[src/rtl/eco_sig_accum.sv]
// Clocked A/B-to-Y ECO cell: folds per-pair 3-bit results into a rotating
// signature over DEPTH samples, presented on a valid/ready output. Macro ECO_SIG_PARITY_EN adds sig_par.
module eco_sig_accum #(
   parameter int unsigned WIDTH = 5,
   parameter int unsigned DEPTH = 8,
   parameter int unsigned SIG_W = 16
) (
   input  logic                           clk,
   input  logic                           rst_n,
   input  logic                           clear,
   input  logic                           in_valid,
   output logic                           in_ready,
   input  logic [WIDTH-1:0]               A,
   input  logic [WIDTH-1:0]               B,
   output logic [2:0]                     Y,
   output logic                           out_valid,
   input  logic                           out_ready,
   output logic [SIG_W-1:0]               SIG,
`ifdef ECO_SIG_PARITY_EN
   output logic                           sig_par,
`endif
   output logic [$clog2(DEPTH+1)-1:0]     CNT
);

   localparam int unsigned CNT_W = $clog2(DEPTH + 1);

   localparam logic [0:0] ST_ACCUM = 1'b0;
   localparam logic [0:0] ST_HOLD  = 1'b1;

   logic [0:0]       state_q, state_d;
   logic [2:0]       y_q, y_d;
   logic [SIG_W-1:0] sig_q, sig_d;
   logic [CNT_W-1:0] cnt_q, cnt_d;

   logic [2:0]       y_c;
   logic             accept_c;
   logic             handshake_c;
   logic [SIG_W-1:0] base_sig_c;
   logic [CNT_W-1:0] base_cnt_c;
   logic [CNT_W-1:0] cnt_inc_c;

   // Per-sample reduction of the operand pair
   always_comb begin
      y_c[0] = ^(A & B);
      y_c[1] = (A == B);
      y_c[2] = (A > B);
   end

   assign out_valid   = (state_q == ST_HOLD);
   assign in_ready    = !clear && (!out_valid || out_ready);
   assign accept_c    = in_valid && in_ready;
   assign handshake_c = out_valid && out_ready;

   // A handover accept starts a fresh window instead of extending the held one
   assign base_sig_c = handshake_c ? '0 : sig_q;
   assign base_cnt_c = handshake_c ? '0 : cnt_q;
   assign cnt_inc_c  = base_cnt_c + CNT_W'(1);

   always_comb begin
      state_d = state_q;
      y_d     = y_q;
      sig_d   = sig_q;
      cnt_d   = cnt_q;
      if (clear) begin
         sig_d   = '0;
         cnt_d   = '0;
         state_d = ST_ACCUM;
      end else if (accept_c) begin
         y_d     = y_c;
         sig_d   = {base_sig_c[SIG_W-2:0], base_sig_c[SIG_W-1]} ^ SIG_W'(y_c);
         cnt_d   = cnt_inc_c;
         state_d = (cnt_inc_c == CNT_W'(DEPTH)) ? ST_HOLD : ST_ACCUM;
      end else if (handshake_c) begin
         sig_d   = '0;
         cnt_d   = '0;
         state_d = ST_ACCUM;
      end
   end

   always_ff @(posedge clk or negedge rst_n) begin
      if (!rst_n) begin
         state_q <= ST_ACCUM;
         y_q     <= '0;
         sig_q   <= '0;
         cnt_q   <= '0;
      end else begin
         state_q <= state_d;
         y_q     <= y_d;
         sig_q   <= sig_d;
         cnt_q   <= cnt_d;
      end
   end

   assign Y   = y_q;
   assign SIG = sig_q;
   assign CNT = cnt_q;

`ifdef ECO_SIG_PARITY_EN
   logic sig_par_q;

   // Parity tracks the next signature so it moves on exactly the same edges
   always_ff @(posedge clk or negedge rst_n) begin
      if (!rst_n) begin
         sig_par_q <= 1'b0;
      end else begin
         sig_par_q <= ^sig_d;
      end
   end

   assign sig_par = sig_par_q;
`endif

endmodule
[config.mk]
export PLATFORM = sky130hd
export DESIGN_NAME = eco_sig_accum
export DESIGN_NICKNAME = d
export VERILOG_FILES = /design/src/rtl/eco_sig_accum.sv
export SDC_FILE = /design/constraint.sdc
export NUM_CORES = 1
export LEC_CHECK = 0
export ABC_AREA = 1
export BUFFER_PORTS_ARGS = -buffer_cell sky130_fd_sc_hd__buf_2
export CELL_PAD_IN_SITES_DETAIL_PLACEMENT = 0
export CELL_PAD_IN_SITES_GLOBAL_PLACEMENT = 2
export CORE_MARGIN = 2
export CORE_UTILIZATION = 27
export CTS_BUF_LIST = sky130_fd_sc_hd__clkbuf_8
export DETAILED_ROUTE_END_ITERATION = 12
export PLACE_DENSITY = 0.85
export SETUP_SLACK_MARGIN = 0.05
export SLEW_MARGIN = 20
export SYNTH_ARGS = -nofsm -noshare
export SYNTH_HDL_FRONTEND = slang
export SYNTH_SLANG_ARGS = --single-unit
[constraint.sdc]
create_clock -name clk -period 1.25 [get_ports clk]
set_input_delay 0.0625 -clock clk [delete_from_list [all_inputs] [get_ports clk]]
set_output_delay 0.0625 -clock clk [all_outputs]
set_load 0.02 [all_outputs]
Word-level counts from Yosys, hierarchy flattened
Index checks and enable logic that the tools add are counted.

Bits in registers: 24. Bits of input ports: 15. Output and inout bits: 25. Logic and storage cells: 30.

Add/sub/neg operators: 1. $lt $le $gt $ge: 1. Equality and inequality tests: 2. Muxes and demuxes: 10. Bitwise logic cells: 3. Reductions and logical operators: 9.

Operator list (number): $mux W16 (3); $xor A16 B3 Y16 (1); $mux W4 (3); $and A5 B5 Y5 (1); $eq A5 B5 Y1 (1); $gt A5 B5 Y1 (1); $reduce_xor A5 Y1 (1); $add A4 B1 Y4 const B (1); $eq A4 B4 Y1 const B (1); $mux W1 (4); $logic_and A1 B1 Y1 (3); $reduce_bool A3 Y1 (1); $logic_not A1 Y1 (2); $reduce_and A2 Y1 (1); $logic_or A1 B1 Y1 (1); $not A1 Y1 (1).

Depth between registers and ports, before layout
Gate-level depths: netlist of run 1.

Word-level depth: 7. Depth in mapped cells: 10. Gate-level depth less buffers: 10.

Worst setup path before layout of run 1
No wires, ideal clock.

Path type: register to register. Start: register state_q (netlist: out_valid). End: register state_q (netlist: out_valid). Library setup time: 116 ps. Arrival time: 1293 ps. Data required time: 1134 ps. Slack: -160 ps. Cell stages (with the launch flop): 9. Path buffers: 0. Clock period less this slack: 1410 ps. Cell sequence: dfrtp_1 > nand2_2 > nand2_1 > inv_1 > ha_1 > xnor2_1 > nor2_1 > nand2_1 > nand2_1.

Word-level cells in the longest chain between the ends: 7. Elaborated cells on any way between the ends: 12. Those cells by class: 1 x add/sub; 1 x eq/ne; 4 x mux; 6 x reduce/logical.

Ends and longest elaborated chain: start, declared (line 30) `logic [0:0] state_q, state_d;`; start signal, assigned (line 87) `state_q <= state_d;`; $logic_and A1 B1 Y1 (line 52) `assign handshake_c = out_valid && out_ready;`; $mux W4; $add A4 B1 Y4 (line 57) `assign cnt_inc_c = base_cnt_c + CNT_W'(1);`; $eq A4 B4 Y1 (line 72) `state_d = (cnt_inc_c == CNT_W'(DEPTH)) ? ST_HOLD : ST_ACCUM;`; $mux W1 (line 72); $mux W1 (line 68) `end else if (accept_c) begin`; $mux W1 (line 64) `if (clear) begin`.

Several ways; a longest one is shown, not always the timed one. A chain may end at the register's enable or synchronous reset.

Worst setup path in the final report of run 1
Ends and elaborated chain as after synthesis.

==> impl_metrics.tcl, run 1 <==
set metrics [dict create \
    cp_data_required_time_ns 1.41 \
    dpl.hpwl_um 2230 \
    cts_tree "yes" \
    netlist_instances 159 \
    crit_slowest_cell "dfrtp_2" \
    p_total_uw 1840 \
    synth_edf_count 0 \
    nFillCells 517 \
    rows 25 \
    synth.top_cells.by_area "dfrtp_1 45%, nand2_1 15%, ha_1 11%" \
    syn_nets 186 \
    synth_top_area_share 0.448 \
    cp_top_family "flip-flops" \
    fin_area_um2 1790 \
    yosys.area.top_type "dfrtp_1" \
    synthArstFlopShare 1.00 \
    ir_drop_mv 0.645 \
    antenna_found_initial 0 \
    cts_buffers 3 \
    fin_ws_ns -0.0523 \
    ys_types 20 \
    post-route-drc-count 0 \
    ys_warn_count 0 \
    p_leak_uw 0.000990 \
    layout-drive-gt1-share 0.329 \
    wl_um 2860 \
    start_util 0.282 \
    synth.most_common_cell "nand2_1" \
    slew_headroom 0.642 \
    drt_iter0_drc 51 \
    gr-total-overflow 0 \
    syn_area_per_cell_um2 8.44 \
    die_x_um 74.5 \
    crit_path_max_fanout 4 \
    ys_ff_latch 24 \
    path_class "reg2reg" \
    switchingPower_uw 475 \
    arrival_ns 1.46 \
    root_buffer "clkbuf_8" \
    power_frac_comb 0.186 \
    status "finished with violations" \
    area_growth_pct 33.4 \
    worst-path-buf-inv 1 \
    routed_via_density 4.19 \
    dr.pass1.iters 4 \
    fin_crit_ns 1.30 \
    n_antenna_cell 0 \
    violations "setup timing" \
    grt_pass1_wl_um 4730 \
    setup-tns-final_ns -0.0523 \
    synthTopCellsByCount "53 x nand2_1, 24 x dfrtp_1, 20 x inv_1" \
    clock_skew_ns 0.00206 \
    syn_area_um2 1340 \
    grt_max_degree 25 \
    finalCritPeriodShare 1.04 \
    rsz0062_at_grt "true" \
    io_pins 40 \
    gp_congestion 0.693 \
    ant_nets 0 \
    power.density_nw_per_um2 1030 \
    critical_path.cell_chain "nand2_4, inv_4, nor2_4, ha_4, xnor2_2, nor2_1, nand2_1, nand2_1" \
    clk_pin_slew_ns 0.08 \
    hold_slack_ns 0.172 \
    intPower_uw 1370 \
    track_usage 0.109 \
    dp.cells 266 \
    cpPeakStageDelay_ns 0.44 \
    setup_viol 1 \
    pwr-share-seq 0.452 \
    final-instance-count-excl-fill 274 \
    p_sw_frac 0.258 \
    wl_per_cell_um 10.4 \
    worst_skew_pair.late_latency_ns 0.26 \
    placed_area_um2 1650 \
    place.port_buffers 39 \
    slew_violations 0 \
    grt_pass1_vias 1077 \
    clock_sinks 24 \
    cts_buffer_depth 2 \
    synth-main-ff-cell "dfrtp_1" \
    dieArea_um2 5550 \
    maxCapViolations 0 \
    nNetsFinal 235 \
    hold_class "in2reg" \
    vias 1147 \
    tightest_slew_ns 0.536 \
    timing.fmax_mhz 768 \
    die_y_um 74.5 \
    power_frac_clock 0.362 \
    end_kind "flip-flop" \
    yosysSeqAreaShare 0.448 \
    core-area_um2 4750 \
    startpoint_type "flip-flop" \
    critical_path.most_common_cell "nand2_1" \
    htree_levels 1 \
    report.final.hold_viol_count 0 \
]
state kept, by name, indices dropped and copies added, names as in the netlist:
register / count
CNT: 4
SIG: 16
Y: 3
out_valid: 1
worst paths after layout:
| path | cells after the start | start | end | slack (ns) |
|---|---|---|---|---|
| min reg2reg | 2 | Y[2] | Y[2] | 0.49 |
| max | 8 | out_valid | out_valid | -0.05 |
| max reg2reg | 8 | out_valid | out_valid | -0.05 |
| min | 4 | clear | out_valid | 0.17 |
| max in group asynchronous | 2 | rst_n | out_valid | 0.56 |
| min in group asynchronous | 2 | rst_n | SIG[9] | 0.31 |
through the flow:
step | utilization | setup slack, ns
6_report | 0.376 | -0.0523
5_1_grt | 0.376 | -0.119
4_1_cts | 0.368 | -0.0623
3_5_place_dp | 0.347 | -0.0528
3_3_place_gp | 0.347 | -0.0479
2_1_floorplan | - | -0.0297
layout make-up:
type	instances	area [µm²]	area share
multi-input combinational	109	672	0.376
sequential	24	602	0.336
timing repair buffer	48	275	0.154
inverter	22	85.1	0.0476
tap	67	83.8	0.0469
clock buffer	3	41.3	0.0231
clock inverter	1	30.0	0.0168
tightest hold or removal path, delay by kind of cell:
family        cells  cell delay, ns
buf+inv           2            0.21
simple gates      2            0.12
kinds of logic after synthesis:
logic type | synth area share
buffers and inverters | 0.0877
flip-flops | 0.448
XOR/XNOR | 0.0196
AO/OA/AOI/OAI | 0.0970
AND/OR/NAND/NOR | 0.236
adder cells (fa/ha/maj) | 0.112
power by group through the flow:
stage,clock (µW),sequential [µW],combinational [µW]
floorplan,0,891,167
detailed placement,0,850,333
global route,724,838,390
global placement,0,851,330
finish,668,833,342
CTS,694,834,338
cell usage in the layout (no fill, tap or decap), types with 2 or more instances in the layout:
master / instances
inv_2: 3
nor2_1: 3
o21ai_0: 5
dfrtp_1: 23
buf_2: 38
o22ai_1: 13
xnor2_1: 2
inv_1: 18
nand2_1: 53
nand2_4: 2
nand3_1: 7
nor2_4: 3
clkbuf_8: 3
ha_1: 11
buf_6: 2
buf_4: 7
metal layers:
| layer | vias to the layer above | GRT usage | share of wire |
|---|---|---|---|
| met5 | - | 0 | 0 |
| met4 | 0 | 0.0357 | 0.0087 |
| met3 | 2 | 0.0163 | 0.051 |
| met2 | 23 | 0.173 | 0.46 |
| met1 | 519 | 0.151 | 0.48 |
| li1 | 603 | - | - |
what timing repair did:
action	4_1_cts	5_1_grt
setup buffers	2	1
pin swaps	0	1
endpoints found under the hold margin	24	0
setup endpoints to repair	5	19
gates resized for setup	2	9
hold buffers	1	0
Note: power is estimated with default switching activity, not from simulation.
==> inputs of run 2 (changes only) <==
--- a/config.mk
+++ b/config.mk
@@ -7,13 +7,14 @@
 export LEC_CHECK = 0
 export ABC_AREA = 1
 export BUFFER_PORTS_ARGS = -buffer_cell sky130_fd_sc_hd__buf_2
+export CAP_MARGIN = 25
 export CELL_PAD_IN_SITES_DETAIL_PLACEMENT = 0
 export CELL_PAD_IN_SITES_GLOBAL_PLACEMENT = 2
 export CORE_MARGIN = 2
 export CORE_UTILIZATION = 27
 export CTS_BUF_LIST = sky130_fd_sc_hd__clkbuf_8
 export DETAILED_ROUTE_END_ITERATION = 12
-export PLACE_DENSITY = 0.85
+export PLACE_DENSITY_LB_ADDON = 0.1
 export SETUP_SLACK_MARGIN = 0.05
 export SLEW_MARGIN = 20
 export SYNTH_ARGS = -nofsm -noshare
==> run 2 against run 1 <==
- the run still ends with setup timing left
- total power is 2.8% higher
- core utilization grew 1.9 points
- largest cell class unchanged
- critical path depth did not move
- first-iteration DRC count shrank 43%
- critical path type unchanged
- sequential cell count unchanged
- non-clock buffer count up 2
==> impl_metrics.tcl, run 2 (same netlist as run 1, synthesis figures left out) <==
set metrics [dict create \
    status "finished with violations" \
    violations "setup timing" \
    final_util 0.396 \
    largest_reg_flops 16 \
    fin_ws_ns -0.0326 \
    rsz0062_at_grt "true" \
    start_util 0.282 \
    report.final.hold_viol_count 0 \
    power_frac_comb 0.203 \
    grt_pass1_vias 1205 \
    hold_class "in2reg" \
    cpPeakStageDelay_ns 0.44 \
    routed_via_density 4.41 \
    post-route-drc-count 0 \
    r2r.worst_path.cells 8 \
    worst_skew_pair.late_latency_ns 0.27 \
    power.density_nw_per_um2 1010 \
    layout-drive-gt1-share 0.388 \
    arrival_ns 1.45 \
    gr-total-overflow 0 \
    intPower_uw 1390 \
    grt_pass1_wl_um 5380 \
    clk_pin_slew_ns 0.08 \
    vias 1217 \
    gp_congestion 0.694 \
    crit_path_max_fanout 4 \
    io_pins 40 \
    drt_iter0_drc 29 \
    cts_buffer_depth 2 \
    clock_sinks 24 \
    switchingPower_uw 503 \
    p_total_uw 1890 \
    antenna_found_initial 0 \
    r2r_end "out_valid" \
    grt_max_degree 25 \
    n_antenna_cell 0 \
    power_frac_clock 0.358 \
    die_y_um 74.5 \
    nNetsFinal 237 \
    mostFrequentLayoutCell "nand2_1" \
    cts_tree "yes" \
    slew_headroom 0.622 \
    critical_path.most_common_cell "nand2_1" \
    die_x_um 74.5 \
    critical_path.cell_chain "nand2_4, inv_4, nor2_4, ha_4, xnor2_2, nor2_1, nand2_1, nand2_1" \
    startpoint_type "flip-flop" \
    core-area_um2 4750 \
    maxCapViolations 0 \
    finalCritPeriodShare 1.03 \
    fin_crit_ns 1.28 \
    track_usage 0.124 \
    rows 25 \
    most-common-layout-cells "52 x nand2_1, 38 x buf_2, 23 x dfrtp_1, 18 x inv_1, 11 x ha_1" \
    htree_levels 1 \
    dieArea_um2 5550 \
    dr.pass1.iters 4 \
    path_class "reg2reg" \
    slew_violations 0 \
    min_from "clear" \
    wl_um 3260 \
    r2r_slack_ns -0.03 \
    end_kind "flip-flop" \
    r2r_start "out_valid" \
    root_buffer "clkbuf_8" \
    worst-path-buf-inv 1 \
    fin_area_um2 1880 \
    area_growth_pct 40.2 \
    min_to "out_valid" \
    clock_skew_ns 0.00181 \
    setup-tns-final_ns -0.0396 \
    setup_viol 2 \
    cp_top_family "flip-flops" \
    p_leak_uw 0.00101 \
    place.port_buffers 39 \
    cts_buffers 3 \
    wl_per_cell_um 11.8 \
    timing.fmax_mhz 780 \
    p_sw_frac 0.266 \
    ant_nets 0 \
    tightest_slew_ns 0.567 \
    pwr-share-seq 0.438 \
    holdPathStages 4 \
    ir_drop_mv 0.584 \
    dpl.hpwl_um 2440 \
    placed_area_um2 1670 \
    crit_slowest_cell "dfrtp_2" \
    cp_data_required_time_ns 1.41 \
]
[run 2: worst register-to-register path, stage by stage, from the launching register on]
cell and delay, ns:
dfrtp_2 0.44, nand2_4 0.10, inv_4 0.04, nor2_4 0.14, ha_4 0.16, xnor2_2 0.12
nor2_1 0.07, nand2_1 0.08, nand2_1 0.05
[run 2: power groups by stage]
stage          registers, µW  clock network [µW]  logic (µW)
5_1_grt                  836                 731         435
4_1_cts                  832                 713         365
6_report                 830                 679         385
3_5_place_dp             847                   0         352
2_1_floorplan            891                   0         167
3_3_place_gp             846                   0         347
[run 2: how the worst max path moves through the flow]
| stage | from | endpoint | cells past startpoint |
|---|---|---|---|
| final | out_valid | out_valid | 8 |
| after global routing | out_valid | out_valid | 8 |
| after CTS | out_valid | out_valid | 8 |
| after detailed placement | out_valid | out_valid | 8 |
| after global placement | out_valid | out_valid | 8 |
| after floorplan | out_valid | out_valid | 8 |
[run 2: metal layers]
layer | up-vias | GRT usage | wire [µm]
met4 | 0 | 0.0179 | 13
met5 | - | 0 | 0
met2 | 27 | 0.205 | 1530
met1 | 579 | 0.167 | 1530
met3 | 2 | 0.0352 | 176
li1 | 609 | - | -
[run 2: repair_timing]
item	in CTS	in global routing
hold buffers	1	0
pin swaps	1	2
buffers inserted	2	2
hold endpoints to repair	24	0
resized for setup	4	21
setup endpoints to repair	7	21
[run 2: cell type report]
type,instances,area [µm²]
tap,67,83.8
timing repair buffer,50,307
fill,518,2870
clock inverter,1,30.0
clock buffer,3,41.3
inverter,22,87.6
sequential,24,602
multi-input combinational,109,729
[run 2: metrics by stage]
stage	hold slack, ns	worst slack [ns]	cells
global route	0.155	-0.101	276
floorplan	-0.233	-0.0297	159
finish	0.134	-0.0326	276
CTS	0.132	-0.0541	274
global placement	0.0874	-0.0475	267
detailed placement	0.0885	-0.0469	267
==> inputs of run 3 (changes only) <==
--- a/config.mk
+++ b/config.mk
@@ -11,8 +11,7 @@
 export CELL_PAD_IN_SITES_DETAIL_PLACEMENT = 0
 export CELL_PAD_IN_SITES_GLOBAL_PLACEMENT = 2
 export CORE_MARGIN = 2
-export CORE_UTILIZATION = 27
-export CTS_BUF_LIST = sky130_fd_sc_hd__clkbuf_8
+export CORE_UTILIZATION = 26
 export DETAILED_ROUTE_END_ITERATION = 12
 export PLACE_DENSITY_LB_ADDON = 0.1
 export SETUP_SLACK_MARGIN = 0.05
==> run 3 against run 2 <==
- the flow still finishes with violations (setup timing)
- first-iteration DRC count grew 76%
- setup slack gained 0.031 ns
- clock skew grew 0.0047 ns
- critical endpoint unchanged
- worst hold slack lost 0.018 ns
==> impl_metrics.tcl, run 3 (same netlist as run 1, synthesis figures left out) <==
set metrics [dict create \
    worst-path-buf-inv 1 \
    critical_path.most_common_cell "nand2_1" \
    dp.cells 272 \
    slew_violations 0 \
    wl_um 3130 \
    most-common-layout-cells "51 x nand2_1, 38 x buf_2, 23 x dfrtp_1, 19 x inv_1, 11 x ha_1" \
    tightest_slew_ns 0.548 \
    critical_path.cell_chain "nand2_4, inv_4, nor2_4, ha_4, xnor2_2, nor2_2, nand2_1, nand2_1" \
    vias 1186 \
    path_class "reg2reg" \
    die_x_um 75.8 \
    post-route-drc-count 0 \
    pre_cts_slack_ns -0.0124 \
    nFillCells 542 \
    largest_reg_flops 16 \
    setup_viol 1 \
    switchingPower_uw 500 \
    arrival_ns 1.41 \
    setup-tns-final_ns -0.00203 \
    nNetsFinal 238 \
    crit_path_max_fanout 4 \
    crit_slowest_cell "dfrtp_2" \
    mostFrequentLayoutCell "nand2_1" \
    layout-drive-gt1-share 0.357 \
    dpl.hpwl_um 2470 \
    htree_levels 1 \
    fin_crit_ns 1.25 \
    root_buffer "clkbuf_8" \
    dr.pass1.iters 4 \
    r2r_slack_ns -0.002 \
    ir_drop_mv 0.382 \
    die_y_um 75.8 \
    fin_ws_ns -0.00203 \
    p_sw_frac 0.266 \
    intPower_uw 1380 \
    grt_max_degree 25 \
    cp_data_required_time_ns 1.41 \
    clock_skew_ns 0.00652 \
    violations "setup timing" \
    worst_skew_pair.late_latency_ns 0.27 \
    hold_class "in2reg" \
    slew_headroom 0.635 \
    pwr-share-seq 0.446 \
    end_kind "flip-flop" \
    antenna_found_initial 0 \
    grt_pass1_wl_um 4850 \
    drt_iter0_drc 51 \
    final-instance-count-excl-fill 280 \
    p_leak_uw 0.00101 \
    core-area_um2 5040 \
    ant_nets 0 \
    grt_pass1_vias 1064 \
    power_frac_clock 0.364 \
    clk_pin_slew_ns 0.08 \
    wl_per_cell_um 11.2 \
    report.final.hold_viol_count 0 \
    power.density_nw_per_um2 1020 \
    track_usage 0.112 \
    timing.fmax_mhz 799 \
    status "finished with violations" \
    rsz0062_at_grt "true" \
    place.port_buffers 39 \
    startpoint_type "flip-flop" \
    clock_sinks 24 \
    rows 26 \
    cts_buffers 3 \
    dieArea_um2 5750 \
    cpPeakStageDelay_ns 0.44 \
    cts_buffer_depth 2 \
    io_pins 40 \
    maxCapViolations 0 \
    routed_via_density 4.24 \
    area_growth_pct 37.9 \
    finalCritPeriodShare 1.00 \
    gp_congestion 0.773 \
    n_antenna_cell 0 \
    cts_tree "yes" \
    power_frac_comb 0.190 \
    gr-total-overflow 0 \
    cp_top_family "flip-flops" \
    start_util 0.266 \
    hold_slack_ns 0.117 \
    final_util 0.367 \
]
## run 3: stage by stage
stage,cell area (µm²),power [µW]
CTS,1760,1890
global placement,1680,1190
finish,1850,1880
detailed placement,1680,1190
global route,1850,1990
floorplan,1370,1060
## run 3: routing by layer
layer / vias up / global-route usage / share of wire
met1: 538 / 0.143 / 0.45
met4: 0 / 0.0526 / 0.011
li1: 614 / - / -
met5: - / 0 / 0
met3: 2 / 0.0119 / 0.041
met2: 32 / 0.188 / 0.49
## run 3: tightest hold or removal path, cell delays in order
cell and delay (ns):
buf_2 0.09, inv_1 0.08, nand2_1 0.08, nand2_1 0.05
## run 3: power groups by stage
stage          logic [µW]  registers, µW  clock network [µW]
6_report              358            838                 685
3_5_place_dp          338            853                   0
5_1_grt               406            843                 739
3_3_place_gp          334            852                   0
2_1_floorplan         167            891                   0
4_1_cts               342            837                 709
## run 3: final timing paths
kind / from / end / cells past startpoint
max: out_valid / out_valid / 8
min: clear / out_valid / 4
max reg2reg: out_valid / out_valid / 8
min reg2reg: Y[2] / Y[2] / 2
max in group asynchronous: rst_n / out_valid / 2
min in group asynchronous: rst_n / SIG[9] / 2
## run 3: final cells by class
class                           count  area [µm²]  area share
Inverter                           22        90.1      0.0487
Clock buffer                        3        41.3      0.0223
Sequential cell                    24         602       0.325
Clock inverter                      1        30.0      0.0162
Timing Repair Buffer               51         310       0.168
Multi-Input combinational cell    109         688       0.372
Tap cell                           70        87.6      0.0474
## run 3: repair_timing
| action | in CTS | in global routing |
|---|---|---|
| pin swaps | 0 | 3 |
| hold endpoints to repair | 24 | 0 |
| hold buffers | 1 | 0 |
| endpoints found under the setup margin | 4 | 17 |
| buffers inserted | 0 | 3 |
| gates resized for setup | 1 | 13 |
